$ cat src/rtl/binary_frame_sequencer_if.sv
// Frame-buffer read port plus raster pixel stream between the sequencer and its neighbours.
// master = sequencer side; slave = memory/converter side.
interface binary_frame_sequencer_if #(
    parameter int ADDR_W = 16
);
    logic              mem_rd_en;
    logic [ADDR_W-1:0] mem_addr;
    logic [7:0]        mem_rd_data;
    logic [7:0]        pix_data;
    logic              pix_valid;
    logic              pix_ready;
    logic              pix_sof;
    logic              pix_eol;
    logic              pix_eof;

    modport master (
        output mem_rd_en, mem_addr, pix_data, pix_valid, pix_sof, pix_eol, pix_eof,
        input  mem_rd_data, pix_ready
    );

    modport slave (
        input  mem_rd_en, mem_addr, pix_data, pix_valid, pix_sof, pix_eol, pix_eof,
        output mem_rd_data, pix_ready
    );
endinterface

$ cat src/rtl/binary_frame_sequencer.sv
// Streams one WIDTH x HEIGHT frame from a synchronous-read frame buffer as tagged raster pixels,
// hiding the one-cycle read latency behind a 2-entry prefetch FIFO.
module binary_frame_sequencer #(
    parameter int WIDTH  = 256,
    parameter int HEIGHT = 256,
    parameter int ADDR_W = 16
) (
    input  logic        clk_i,
    input  logic        rst_i,
    input  logic        start_i,
    input  logic        abort_i,
    output logic        busy_o,
    output logic        done_o,
    output logic        aborted_o,
    output logic [15:0] frame_count_o,
    binary_frame_sequencer_if.master bus
);
    localparam int TOTAL = WIDTH * HEIGHT;
    localparam int COL_W = (WIDTH > 1) ? $clog2(WIDTH) : 1;
    localparam logic [ADDR_W:0]  TOTAL_CNT = (ADDR_W + 1)'(TOTAL);
    localparam logic [ADDR_W:0]  LAST_ADDR = (ADDR_W + 1)'(TOTAL - 1);
    localparam logic [COL_W-1:0] LAST_COL  = COL_W'(WIDTH - 1);

    typedef enum logic [1:0] {
        S_IDLE = 2'd0,
        S_RUN  = 2'd1,
        S_DONE = 2'd2
    } state_e;

    state_e            state_q, state_d;
    logic [ADDR_W:0]   fetch_q;
    logic [COL_W-1:0]  col_q;
    logic              inflight_q;
    logic [2:0]        infl_tag_q;     // {sof, eol, eof} of the read in flight
    logic [10:0]       fifo_q [2];     // {sof, eol, eof, data}
    logic              wr_ptr_q;
    logic              rd_ptr_q;
    logic [1:0]        cnt_q;
    logic              aborted_q;
    logic [15:0]       frame_count_q;

    logic              issue_s;
    logic              push_s;
    logic              pop_s;
    logic              clear_s;
    logic              flush_s;
    logic [2:0]        occ_s;
    logic [10:0]       head_s;

    assign head_s          = fifo_q[rd_ptr_q];
    assign bus.pix_valid   = (cnt_q != 2'd0);
    assign bus.pix_data    = head_s[7:0];
    assign bus.pix_eof     = head_s[8];
    assign bus.pix_eol     = head_s[9];
    assign bus.pix_sof     = head_s[10];
    assign pop_s           = bus.pix_valid & bus.pix_ready;
    assign occ_s           = {1'b0, cnt_q} + {2'b00, inflight_q};
    assign bus.mem_rd_en   = issue_s;
    assign bus.mem_addr    = fetch_q[ADDR_W-1:0];
    assign busy_o          = (state_q != S_IDLE);
    assign done_o          = (state_q == S_DONE);
    assign aborted_o       = aborted_q;
    assign frame_count_o   = frame_count_q;

    // Next-state, read issue and FIFO push decisions.
    always_comb begin
        state_d = state_q;
        issue_s = 1'b0;
        push_s  = 1'b0;
        clear_s = 1'b0;
        flush_s = 1'b0;
        case (state_q)
            S_IDLE: begin
                if (start_i && !abort_i) begin
                    state_d = S_RUN;
                    clear_s = 1'b1;
                end else begin
                    state_d = S_IDLE;
                end
            end
            S_RUN: begin
                if (abort_i) begin
                    state_d = S_IDLE;
                    flush_s = 1'b1;
                end else begin
                    push_s  = inflight_q;
                    // The slot freed by a same-cycle pop may be refilled immediately.
                    issue_s = (fetch_q < TOTAL_CNT) && ((occ_s - {2'b00, pop_s}) < 3'd2);
                    if (pop_s && head_s[8]) begin
                        state_d = S_DONE;
                    end else begin
                        state_d = S_RUN;
                    end
                end
            end
            S_DONE: begin
                state_d = S_IDLE;
            end
            default: begin
                state_d = S_IDLE;
            end
        endcase
    end

    // State, fetch counters and prefetch FIFO.
    always_ff @(posedge clk_i) begin
        if (rst_i) begin
            state_q    <= S_IDLE;
            fetch_q    <= {(ADDR_W + 1){1'b0}};
            col_q      <= {COL_W{1'b0}};
            inflight_q <= 1'b0;
            infl_tag_q <= 3'b000;
            fifo_q[0]  <= 11'd0;
            fifo_q[1]  <= 11'd0;
            wr_ptr_q   <= 1'b0;
            rd_ptr_q   <= 1'b0;
            cnt_q      <= 2'd0;
        end else if (clear_s || flush_s) begin
            state_q    <= state_d;
            fetch_q    <= {(ADDR_W + 1){1'b0}};
            col_q      <= {COL_W{1'b0}};
            inflight_q <= 1'b0;
            wr_ptr_q   <= 1'b0;
            rd_ptr_q   <= 1'b0;
            cnt_q      <= 2'd0;
        end else begin
            state_q    <= state_d;
            inflight_q <= issue_s;
            if (issue_s) begin
                fetch_q    <= fetch_q + (ADDR_W + 1)'(1);
                col_q      <= (col_q == LAST_COL) ? {COL_W{1'b0}} : (col_q + COL_W'(1));
                infl_tag_q <= {fetch_q == {(ADDR_W + 1){1'b0}}, col_q == LAST_COL, fetch_q == LAST_ADDR};
            end else begin
                infl_tag_q <= infl_tag_q;
            end
            if (push_s) begin
                fifo_q[wr_ptr_q] <= {infl_tag_q, bus.mem_rd_data};
                wr_ptr_q         <= ~wr_ptr_q;
            end else begin
                wr_ptr_q <= wr_ptr_q;
            end
            if (pop_s) begin
                rd_ptr_q <= ~rd_ptr_q;
            end else begin
                rd_ptr_q <= rd_ptr_q;
            end
            cnt_q <= cnt_q + {1'b0, push_s} - {1'b0, pop_s};
        end
    end

    // Status: abort pulse and completed-frame counter.
    always_ff @(posedge clk_i) begin
        if (rst_i) begin
            aborted_q     <= 1'b0;
            frame_count_q <= 16'd0;
        end else begin
            aborted_q <= flush_s;
            if (state_q == S_DONE) begin
                frame_count_q <= frame_count_q + 16'd1;
            end else begin
                frame_count_q <= frame_count_q;
            end
        end
    end
endmodule

$ cat src/flat_wrapper.sv
// flat-port wrapper written by rule: the top's interface ports become plain ports
module binary_frame_sequencer_flat 
#(
    parameter int WIDTH  = 256,
    parameter int HEIGHT = 256,
    parameter int ADDR_W = 16
)
  (clk_i, rst_i, start_i, abort_i, busy_o, done_o, aborted_o, frame_count_o, bus_mem_rd_en, bus_mem_addr, bus_pix_data, bus_pix_valid, bus_pix_sof, bus_pix_eol, bus_pix_eof, bus_mem_rd_data, bus_pix_ready);
  binary_frame_sequencer_if #(.ADDR_W(ADDR_W)) bus_i ();
  input  logic clk_i;
  input  logic rst_i;
  input  logic start_i;
  input  logic abort_i;
  output logic busy_o;
  output logic done_o;
  output logic aborted_o;
  output logic [15:0] frame_count_o;
  output wire logic [$bits(bus_i.mem_rd_en)-1:0] bus_mem_rd_en;
  output wire logic [$bits(bus_i.mem_addr)-1:0] bus_mem_addr;
  output wire logic [$bits(bus_i.pix_data)-1:0] bus_pix_data;
  output wire logic [$bits(bus_i.pix_valid)-1:0] bus_pix_valid;
  output wire logic [$bits(bus_i.pix_sof)-1:0] bus_pix_sof;
  output wire logic [$bits(bus_i.pix_eol)-1:0] bus_pix_eol;
  output wire logic [$bits(bus_i.pix_eof)-1:0] bus_pix_eof;
  input wire logic [$bits(bus_i.mem_rd_data)-1:0] bus_mem_rd_data;
  input wire logic [$bits(bus_i.pix_ready)-1:0] bus_pix_ready;
  assign bus_mem_rd_en = bus_i.mem_rd_en;
  assign bus_mem_addr = bus_i.mem_addr;
  assign bus_pix_data = bus_i.pix_data;
  assign bus_pix_valid = bus_i.pix_valid;
  assign bus_pix_sof = bus_i.pix_sof;
  assign bus_pix_eol = bus_i.pix_eol;
  assign bus_pix_eof = bus_i.pix_eof;
  assign bus_i.mem_rd_data = bus_mem_rd_data;
  assign bus_i.pix_ready = bus_pix_ready;
  binary_frame_sequencer #(.WIDTH(WIDTH), .HEIGHT(HEIGHT), .ADDR_W(ADDR_W)) u_core (.clk_i(clk_i), .rst_i(rst_i), .start_i(start_i), .abort_i(abort_i), .busy_o(busy_o), .done_o(done_o), .aborted_o(aborted_o), .frame_count_o(frame_count_o), .bus(bus_i));
endmodule
$ cat config.mk
export PLATFORM = sky130hd
export DESIGN_NAME = binary_frame_sequencer_flat
export DESIGN_NICKNAME = d
export VERILOG_FILES = /design/src/rtl/binary_frame_sequencer_if.sv /design/src/rtl/binary_frame_sequencer.sv /design/src/flat_wrapper.sv
export SDC_FILE = /design/constraint.sdc
export NUM_CORES = 1
export LEC_CHECK = 0
export CAP_MARGIN = 15
export CELL_PAD_IN_SITES_DETAIL_PLACEMENT = 0
export CELL_PAD_IN_SITES_GLOBAL_PLACEMENT = 2
export CORE_ASPECT_RATIO = 0.75
export CORE_MARGIN = 2
export CORE_UTILIZATION = 33
export CTS_CLUSTER_SIZE = 25
export DETAILED_ROUTE_END_ITERATION = 12
export GPL_TIMING_DRIVEN = 0
export HOLD_SLACK_MARGIN = 0.12
export PLACE_DENSITY_LB_ADDON = 0.1
export SYNTH_ARGS = -nofsm -noshare
export SYNTH_HDL_FRONTEND = slang
export SYNTH_SLANG_ARGS = --single-unit
$ cat constraint.sdc
create_clock -name clk_i -period 3.45 [get_ports clk_i]
set_input_delay 0.69 -clock clk_i [delete_from_list [all_inputs] [get_ports clk_i]]
set_output_delay 0.69 -clock clk_i [all_outputs]
set_load 0.005 [all_outputs]
# After elaboration in Yosys (flattened, before gate mapping)
# Memories as Yosys holds them, arrays and structs flattened. A register that Yosys moved wholly into a read port is not among the register bits.
# Index checks and enable logic that the tools add are counted.
dict set report op_classes {
  n_addsub 7
  magnitude_cmp 2
  eq_ne 4
  muxes 24
  bitwise 4
  reduce_logical 12
}
# operator count
set op_table {}
lappend op_table {{$mux W1} 19}
lappend op_table {{$add A17 B1 Y17 const B} 1}
lappend op_table {{$eq A17 B16 Y1 const B} 1}
lappend op_table {{$logic_not A17 Y1} 1}
lappend op_table {{$lt A17 B17 Y1 const B} 1}
lappend op_table {{$add A16 B1 Y16 const B} 1}
lappend op_table {{$mux W11} 1}
lappend op_table {{$reduce_or A11 Y1} 1}
lappend op_table {{$add A8 B1 Y8 const B} 1}
lappend op_table {{$eq A8 B8 Y1 const B} 1}
lappend op_table {{$mux W8} 1}
lappend op_table {{$mux W2} 2}
lappend op_table {{$pmux W2 S2} 1}
lappend op_table {{$reduce_bool A2 Y1} 2}
lappend op_table {{$add A2 B1 Y3} 1}
lappend op_table {{$logic_and A1 B1 Y1} 3}
lappend op_table {{$lt A3 B2 Y1 const B} 1}
lappend op_table {{$not A1 Y1} 3}
lappend op_table {{$sub A3 B1 Y3} 1}
lappend op_table {{$add A2 B1 Y2} 1}
lappend op_table {{$eq A2 B1 Y1 const B} 1}
lappend op_table {{$eq A2 B2 Y1 const B} 1}
lappend op_table {{$logic_not A2 Y1} 1}
lappend op_table {{$reduce_and A2 Y1} 1}
lappend op_table {{5 further kinds} 5}
dict set report word_totals {
  register_bits 52
  ramBits 22
  output_inout_bits 48
  mem_count 1
}
# name depth width rd rd_clocked_by_memory_dff write_ports line
set memory_table {}
lappend memory_table {u_core.fifo_q 2 11 1 1 2 binary_frame_sequencer.sv:35} ;# logic [10:0] fifo_q [2];

# Depth between registers and ports, before layout
# Gate-level depths: netlist (run 1).
dict set report depth {
  ltp_word 10
  mapped_depth 10
  depth_no_buf 9
}

# Least setup slack after synthesis (run 1)
# No wires, ideal clock.
dict set report synth_path {
  path_type {register -> output}
  from {register u_core.cnt_q[1]}
  to {output port bus_mem_rd_en}
  t_arrival_ns 2.106
  slack_ns 0.654
  stages_incl_launch_ff 9
  n_path_buf 1
  cell_sequence {dfxtp_1 or2_2 nand2_1 nor2_1 fa_1 nor2b_1 nand3_2 buf_2 clkinv_1}
}
dict set report synth_between {
  elab_chain_len 7
  word_cells_on_any_way 8
  classes_between {2 x add/sub; 1 x order compare; 2 x mux; 1 x bitwise; 2 x reduce/logical}
}
# item line
set synth_rtl {}
lappend synth_rtl {{from (decl)} binary_frame_sequencer.sv:38} ;# logic [1:0] cnt_q;
lappend synth_rtl {{from (signal assigned)} binary_frame_sequencer.sv:147} ;# cnt_q <= cnt_q + {1'b0, push_s} - {1'b0, pop_s};
lappend synth_rtl {{$reduce_bool A2 Y1} binary_frame_sequencer.sv:51} ;# assign bus.pix_valid = (cnt_q != 2'd0);
lappend synth_rtl {{named net bus_pix_valid} flat_wrapper.sv:21} ;# output wire logic [$bits(bus_i.pix_valid)-1:0] bus_pix_valid;
lappend synth_rtl {{$and A1 B1 Y1} binary_frame_sequencer.sv:56} ;# assign pop_s = bus.pix_valid & bus.pix_ready;
lappend synth_rtl {{$sub A3 B1 Y3} binary_frame_sequencer.sv:88} ;# issue_s = (fetch_q < TOTAL_CNT) && ((occ_s - {2'b00, pop_s}) < 3'd2);
lappend synth_rtl {{$lt A3 B2 Y1} binary_frame_sequencer.sv:88}
lappend synth_rtl {{$logic_and A1 B1 Y1} binary_frame_sequencer.sv:88}
lappend synth_rtl {{$mux W1} binary_frame_sequencer.sv:82} ;# if (abort_i) begin
lappend synth_rtl {{$mux W1} binary_frame_sequencer.sv:72} ;# case (state_q)
lappend synth_rtl {{to (decl)} flat_wrapper.sv:18} ;# output wire logic [$bits(bus_i.mem_rd_en)-1:0] bus_mem_rd_en;
# The timed path passes the listed nets, and every way through them passes these cells.

# Worst setup path in the final report (run 1)
dict set report layout_path {
  from {register u_core.cnt_q[1]}
  to {output port bus_mem_rd_en}
}
dict set report layout_between {
  elab_chain_len 7
  word_cells_on_any_way 8
  classes_between {2 x add/sub; 1 x order compare; 2 x mux; 1 x bitwise; 2 x reduce/logical}
}
# item line
set layout_rtl {}
lappend layout_rtl {{branches (longest 2 deep; another with $add A2 B1 Y3)} -}
lappend layout_rtl {{$sub A3 B1 Y3 *} binary_frame_sequencer.sv:88}
lappend layout_rtl {{$lt A3 B2 Y1 *} binary_frame_sequencer.sv:88}
lappend layout_rtl {{$logic_and A1 B1 Y1 *} binary_frame_sequencer.sv:88}
lappend layout_rtl {{$mux W1 *} binary_frame_sequencer.sv:82}
lappend layout_rtl {{$mux W1 *} binary_frame_sequencer.sv:72}
# Mark *: on every way between the ends.

==> results of run 1 <==
-- routing by layer --
metal	up-vias	global-route usage (%)	wire, um
met5	-	0	0
met4	0	3.89	80
met3	8	5.22	344
met2	47	20.9	3480
met1	1339	23.4	4880
li1	1472	-	-
-- Yosys cell counts (2+ instances only) --
master	number	area share (%)
or3_1	9	1.5
o21ai_0	11	1.5
and2_1	23	3.9
edfxtp_1	22	18
nor2_1	30	3.1
buf_2	6	0.82
and3_1	5	0.86
ha_1	6	2.1
nor3_1	3	0.41
inv_1	6	0.62
a21oi_1	23	3.2
xor2_1	11	2.6
o31ai_1	7	1.4
or4_1	7	1.4
and4b_1	3	0.82
nand4_1	16	2.7
clkbuf_1	8	0.82
nand2_1	24	2.5
and4_1	4	0.96
nand3_1	14	1.9
nor2b_1	3	0.51
mux2_2	11	3.4
or2_2	5	0.86
buf_4	17	3.5
a31o_2	2	0.48
nor4_1	7	1.2
xnor2_1	13	3.1
nand4b_1	2	0.48
dfxtp_1	53	29
-- worst register-to-register path, stage by stage (launching register included) --
cell and delay, ns:
dfxtp_4 0.38, or2_4 0.28, nand2_2 0.10, nor2_1 0.07, fa_2 0.55, nor2b_4 0.18
buf_4 0.12, buf_4 0.11, nand4_1 0.20, buf_2 0.26, or3_1 0.35, a21oi_1 0.14
-- power breakdown --
part           internal, mW  total (mW)  switching [mW]
sequential            0.916       0.920         0.00393
clock                 0.640        1.03           0.395
combinational        0.0397      0.0854          0.0457
-- through the flow --
step                      hold slack [ns]  util, %  power, mW  instances  cell area (um2)
after floorplan                     0.440        -      0.978        371             3650
after global placement              0.460     40.7       1.02        570             4420
after detailed placement            0.470     40.7       1.02        570             4420
after CTS                           0.478     44.4       2.06        590             4820
after global routing                0.507     44.5       2.11        591             4830
final                               0.473     44.5       2.04        591             4830
-- how the worst max path moves through the flow --
stage | startpoint | slack (ns) | to
finish | u_core.cnt_q[1]$_SDFF_PP0_ | 0.42 | bus_mem_rd_en
global route | u_core.cnt_q[1]$_SDFF_PP0_ | 0.32 | bus_mem_rd_en
CTS | u_core.cnt_q[1]$_SDFF_PP0_ | 0.03 | bus_mem_rd_en
detailed placement | bus_pix_ready | -0.87 | bus_mem_rd_en
global placement | bus_pix_ready | -0.87 | bus_mem_rd_en
floorplan | u_core.cnt_q[1]$_SDFF_PP0_ | 0.65 | bus_mem_rd_en
-- registers in the layout, summed over array words and instances (netlist names), named ones only --
name and count:
u_core.cnt_q 2, u_core.aborted_o 1, u_core.frame_count_o 16, u_core.wr_ptr_q 1, u_core.rd_ptr_q 1, u_core.inflight_q 1
u_core.infl_tag_q 3, u_core.col_q 8, u_core.fifo_q 22, u_core.state_q 2, u_core.fetch_q 17
-- cell families (layout without fill, tap and decap cells) --
| logic type | Yosys count | in the layout |
|---|---|---|
| xor+xnor | 24 | 24 |
| fa+ha+maj | 7 | 7 |
| compound gates | 49 | 49 |
| flops | 75 | 75 |
| simple gates | 165 | 165 |
| buf+inv | 39 | 119 |
| mux | 12 | 12 |
-- repair_timing --
| item | in CTS | in global routing |
|---|---|---|
| resized for setup | 16 | 4 |
| endpoints found under the setup margin | 1 | 1 |
| buffers inserted | 4 | 1 |
| pin swaps | 1 | 1 |
-- layout make-up --
type,instances,area [um2]
fillers,1090,6030
repair buffers,64,626
inverters,7,31.3
plain buffers,32,209
clock inverters,7,98.8
flip-flops and latches,75,1730
multi-input cells,257,1740
clock buffers,9,225
well taps,140,175
==> flow_summary.yaml, run 1 <==
run_status:
  status: "finished, final reports clean"
clocking:
  cts_tree: "built"
  clock_path_buffers: 2
  clk_latency_ns: 0.34
  cts_buffers: 9
  hold_buffers: 0
  cts_htree_levels: 3
  path_clk_slew_ns: 0.06
  root_buffer: "clkbuf_16"
  cts.sinks: 75
logic_synthesis:
  async_flop_share_pct: 0
  synth.distinct_cells: 49
  synth_flop_cell: "dfxtp_1"
  synth_top_family_by_area: "simple AND/OR/NAND/NOR gates"
  synth-simple-area-share_pct: 26.7
  mappedNetlistNets: 391
  yosysSeqAreaShare_pct: 47.1
  synth-seq-cells: 75
  synthAdderAreaFrac_pct: 2.60
  ys_warn_count: 0
  syn-cell-area_um2: 3650
  syn_inst: 371
  synth_compound_area_share_pct: 7.95
  synth_mux_area_share_pct: 3.66
  synth-xor-area-share_pct: 5.75
  syn_area_per_cell_um2: 9.85
  synth_edf_count: 22
timing:
  final_critical_path_setup_slack_ns: 0.417
  tns_ns: 0
  skew_ns: 0.00399
  hold_violations: 0
  maxSlewHeadroom_pct: 58.2
  max_freq_mhz: 330
  min_period_over_period_pct: 87.9
  worst_pin_slew_ns: 0.627
  slew_viol_final: 0
  finalSetupViolations: 0
  rsz0062_at_grt: "false"
  period_minus_slack_ns: 3.03
critical_path:
  crit_chain: "or2_4, nand2_2, nor2_1, fa_2, nor2b_4, nand3_4, buf_8, clkinv_4, dlymetal6s2s_1"
  worstPathBufferInverterCount: 3
  r2r_cells: 11
  timing.rr.start: "u_core.cnt_q[1]$_SDFF_PP0_"
  required_ns: 2.76
  worstPathMaxFanout: 7
  critPathMaxStageDelay_ns: 0.55
  rrSetupSlack_ns: 0.65
  path_depth: 9
  crit_path_end_kind: "output pin"
  slowest_stage: "fa_2"
  path_class: "reg -> out"
  crit_arrival_ns: 2.34
  cpLargestDelayFamily: "simple AND/OR/NAND/NOR gates"
  reg2reg_to: "u_core.fetch_q[13]$_SDFFE_PP0P_"
  crit_path_start_kind: "register"
cells_and_area:
  layout-drive-gt1-share_pct: 17.3
  final_cell_mix: "clkdlybuf4s50_1 (57), dfxtp_1 (52), nor2_1 (30)"
  antenna_cells: 0
  final_common_cell: "clkdlybuf4s50_1"
  final_nets: 466
  area_delta_synth_final_pct: 32.1
grt:
  grt_max_degree: 15
  antenna_found_initial: 0
  grt_pass1_wl_um: 14300
  grt_pass1_vias: 2634
  grt-ovfl-total: 0
  grtUsageTotal_pct: 15.5
routing:
  firstDrtPassIters: 5
  viasPerCell: 4.85
  drc_errors: 0
  final_antenna_net_count: 0
  vias: 2866
  wl_um: 8790
  wl_per_cell_um: 14.9
  drt_first_iter_violations: 130
floorplan:
  die_x_um: 125
  fp.dieH_um: 95.1
  start_util_pct: 33.6
  die_area_um2: 11900
  row_count: 33
  core_um2: 10900
  num_io_pins: 61
worst_hold_path:
  min_from: "u_core.infl_tag_q[2]$_SDFFE_PP0P_"
  whs_path_depth: 2
  hold_path_end: "u_core.infl_tag_q[2]$_SDFFE_PP0P_"
  holdCritPathClass: "reg -> reg"
placed_design:
  dp_hpwl_um: 6140
  place.gp.congestion: 0.790
  place_ws_ns: -0.869
  io_buffers: 59
power:
  vdd_drop_max_uv: 273
  p_leak_nw: 1.70
  power_density_nw_per_um2: 423
run:
  max_cap_violations: 0
Note: power is estimated with default switching activity, not from simulation.
==> run 2, diff against run 1 <==
--- a/config.mk
+++ b/config.mk
@@ -15,7 +15,7 @@
 export DETAILED_ROUTE_END_ITERATION = 12
 export GPL_TIMING_DRIVEN = 0
 export HOLD_SLACK_MARGIN = 0.12
-export PLACE_DENSITY_LB_ADDON = 0.1
+export PLACE_DENSITY = 0.78
 export SYNTH_ARGS = -nofsm -noshare
 export SYNTH_HDL_FRONTEND = slang
 export SYNTH_SLANG_ARGS = --single-unit
==> run 2 against run 1 <==
Compared with the run above:
- via count grew 1.7%
- fmax grew 0.87%
- global-route usage shrank 0.62 points
- highest routed layer unchanged
- critical endpoint unchanged
- combinational power is essentially flat
- power shrank 1.2%
- count of clock-buffer cells in the layout grew 1
- worst hold slack lost 0.0068 ns
- cell area shrank 0.29%
- first-iteration DRC count grew 39%
- register-to-register slack gained 0.14 ns
==> flow_summary.yaml, run 2 (synthesis results as in run 1) <==
run_status:
  status: "finished, final reports clean"
power:
  intPower_mw: 1.59
  vdd_drop_max_uv: 215
  p_comb_share_pct: 4.2
  seq_power_share_pct: 45.7
  clockPowerShare_pct: 50.1
  p_leak_nw: 1.69
  switching_share_pct: 21.0
  power_density_nw_per_um2: 419
  switching_power_uw: 424
placed_design:
  io_buffers: 59
  place.gp.congestion: 0.751
  dp_hpwl_um: 6060
  place_ws_ns: -0.890
  placedCellCount: 570
cells_and_area:
  antenna_cells: 0
  layout-drive-gt1-share_pct: 16.7
  final_cell_mix: "clkdlybuf4s50_1 (57), dfxtp_1 (52), nor2_1 (30)"
  regMostFlops: "u_core.fifo_q"
  fin_util_pct: 44.3
  largest_register_ffs: 22
  fin_cells: 590
  area_delta_synth_final_pct: 31.7
  final_common_cell: "clkdlybuf4s50_1"
  final_nets: 465
critical_path:
  reg2reg_to: "u_core.fetch_q[13]$_SDFFE_PP0P_"
  crit_arrival_ns: 2.32
  r2r_cells: 10
  cpLargestDelayFamily: "simple AND/OR/NAND/NOR gates"
  worstPathBufferInverterCount: 3
  path_depth: 9
  critPathMaxStageDelay_ns: 0.55
  cp-endpoint: "bus_mem_rd_en"
  crit_chain: "or2_4, nand2_2, nor2_1, fa_2, nor2b_4, nand3_4, buf_8, clkinv_4, dlymetal6s2s_1"
  path_class: "reg -> out"
  required_ns: 2.76
  crit_path_end_kind: "output pin"
  cp-startpoint: "u_core.cnt_q[1]$_SDFF_PP0_"
  slowest_stage: "fa_2"
  timing.rr.start: "u_core.cnt_q[1]$_SDFF_PP0_"
  rrSetupSlack_ns: 0.79
  worstPathMaxFanout: 7
  crit_path_start_kind: "register"
routing:
  drc_errors: 0
  final_antenna_net_count: 0
  wl_per_cell_um: 14.7
  viasPerCell: 4.94
  firstDrtPassIters: 4
  drt_first_iter_violations: 181
  vias: 2914
  wl_um: 8650
grt:
  grt-ovfl-total: 0
  grtUsageTotal_pct: 14.9
  grt_pass1_vias: 2683
  grt_max_degree: 14
  antenna_found_initial: 0
  grt_pass1_wl_um: 14000
clocking:
  cts_buffers: 9
  clock_path_buffers: 2
  cts.sinks: 75
  root_buffer: "clkbuf_16"
  path_clk_slew_ns: 0.06
  cts_htree_levels: 3
  cts_tree: "built"
  clk_latency_ns: 0.34
  hold_buffers: 0
timing:
  tns_ns: 0
  finalSetupViolations: 0
  final_critical_path_setup_slack_ns: 0.443
  rsz0062_at_grt: "false"
  hold_violations: 0
  period_minus_slack_ns: 3.01
  skew_ns: 0.00462
  worst_pin_slew_ns: 0.601
  maxSlewHeadroom_pct: 59.9
  hold_slack_ns: 0.466
  min_period_over_period_pct: 87.2
  max_freq_mhz: 333
  slew_viol_final: 0
floorplan:
  core_um2: 10900
  fp.dieH_um: 95.1
  row_count: 33
  num_io_pins: 61
  die_x_um: 125
  die_area_um2: 11900
  start_util_pct: 33.6
worst_hold_path:
  holdCritPathClass: "reg -> reg"
run:
  max_cap_violations: 0
run 2: power by group through the flow:
stage | registers [mW] | clock network [mW] | logic (mW)
global placement | 0.940 | 0 | 0.0844
finish | 0.920 | 1.01 | 0.0851
detailed placement | 0.941 | 0 | 0.0841
floorplan | 0.939 | 0 | 0.0387
global route | 0.921 | 1.06 | 0.0934
CTS | 0.921 | 1.03 | 0.0876
run 2: timing repair:
item / in CTS / in global routing
pin swaps: 1 / 1
gates resized for setup: 16 / 4
setup buffers: 4 / 0
gates cloned: 0 / 0
endpoints found under the setup margin: 1 / 1
run 2: worst reg2reg max path, cell delays in order, from the launching register on:
cell and delay [ns]:
dfxtp_4 0.37, or2_4 0.27, nand2_2 0.10, nor2_1 0.06
fa_2 0.55, nor2b_4 0.17, buf_4 0.14, nand4_1 0.18
buf_2 0.25, or3_1 0.34, a21oi_1 0.14
run 2: layout make-up:
class | count | area [um2]
plain buffers | 32 | 209
clock buffers | 10 | 229
clock inverters | 6 | 88.8
fillers | 1043 | 6050
inverters | 7 | 31.3
multi-input cells | 257 | 1740
flip-flops and latches | 75 | 1730
well taps | 140 | 175
repair buffers | 63 | 618
run 2: routing by layer:
metal,global-route usage (%),part of all wire (%),vias up
met5,0,0,-
met3,3.54,4.7,7
met1,22.7,53,1369
met4,5.00,0.89,0
met2,20.3,41,69
li1,-,-,1469
run 2: worst min-delay path by stage:
stage                                 startpoint  slack (ns)                                 to  cells after the start
2_1_floorplan  u_core.infl_tag_q[0]$_SDFFE_PP0P_        0.44  u_core.infl_tag_q[0]$_SDFFE_PP0P_                      2
3_3_place_gp   u_core.infl_tag_q[1]$_SDFFE_PP0P_        0.46  u_core.infl_tag_q[1]$_SDFFE_PP0P_                      2
3_5_place_dp   u_core.infl_tag_q[1]$_SDFFE_PP0P_        0.46  u_core.infl_tag_q[1]$_SDFFE_PP0P_                      2
4_1_cts        u_core.infl_tag_q[1]$_SDFFE_PP0P_        0.47  u_core.infl_tag_q[1]$_SDFFE_PP0P_                      2
5_1_grt        u_core.infl_tag_q[2]$_SDFFE_PP0P_        0.49  u_core.infl_tag_q[2]$_SDFFE_PP0P_                      2
6_report       u_core.infl_tag_q[2]$_SDFFE_PP0P_        0.47  u_core.infl_tag_q[2]$_SDFFE_PP0P_                      2
run 2: stage by stage:
stage	power [mW]	cell area [um2]
floorplan	0.978	3650
detailed placement	1.02	4420
finish	2.01	4810
global placement	1.02	4420
global route	2.08	4810
CTS	2.04	4810
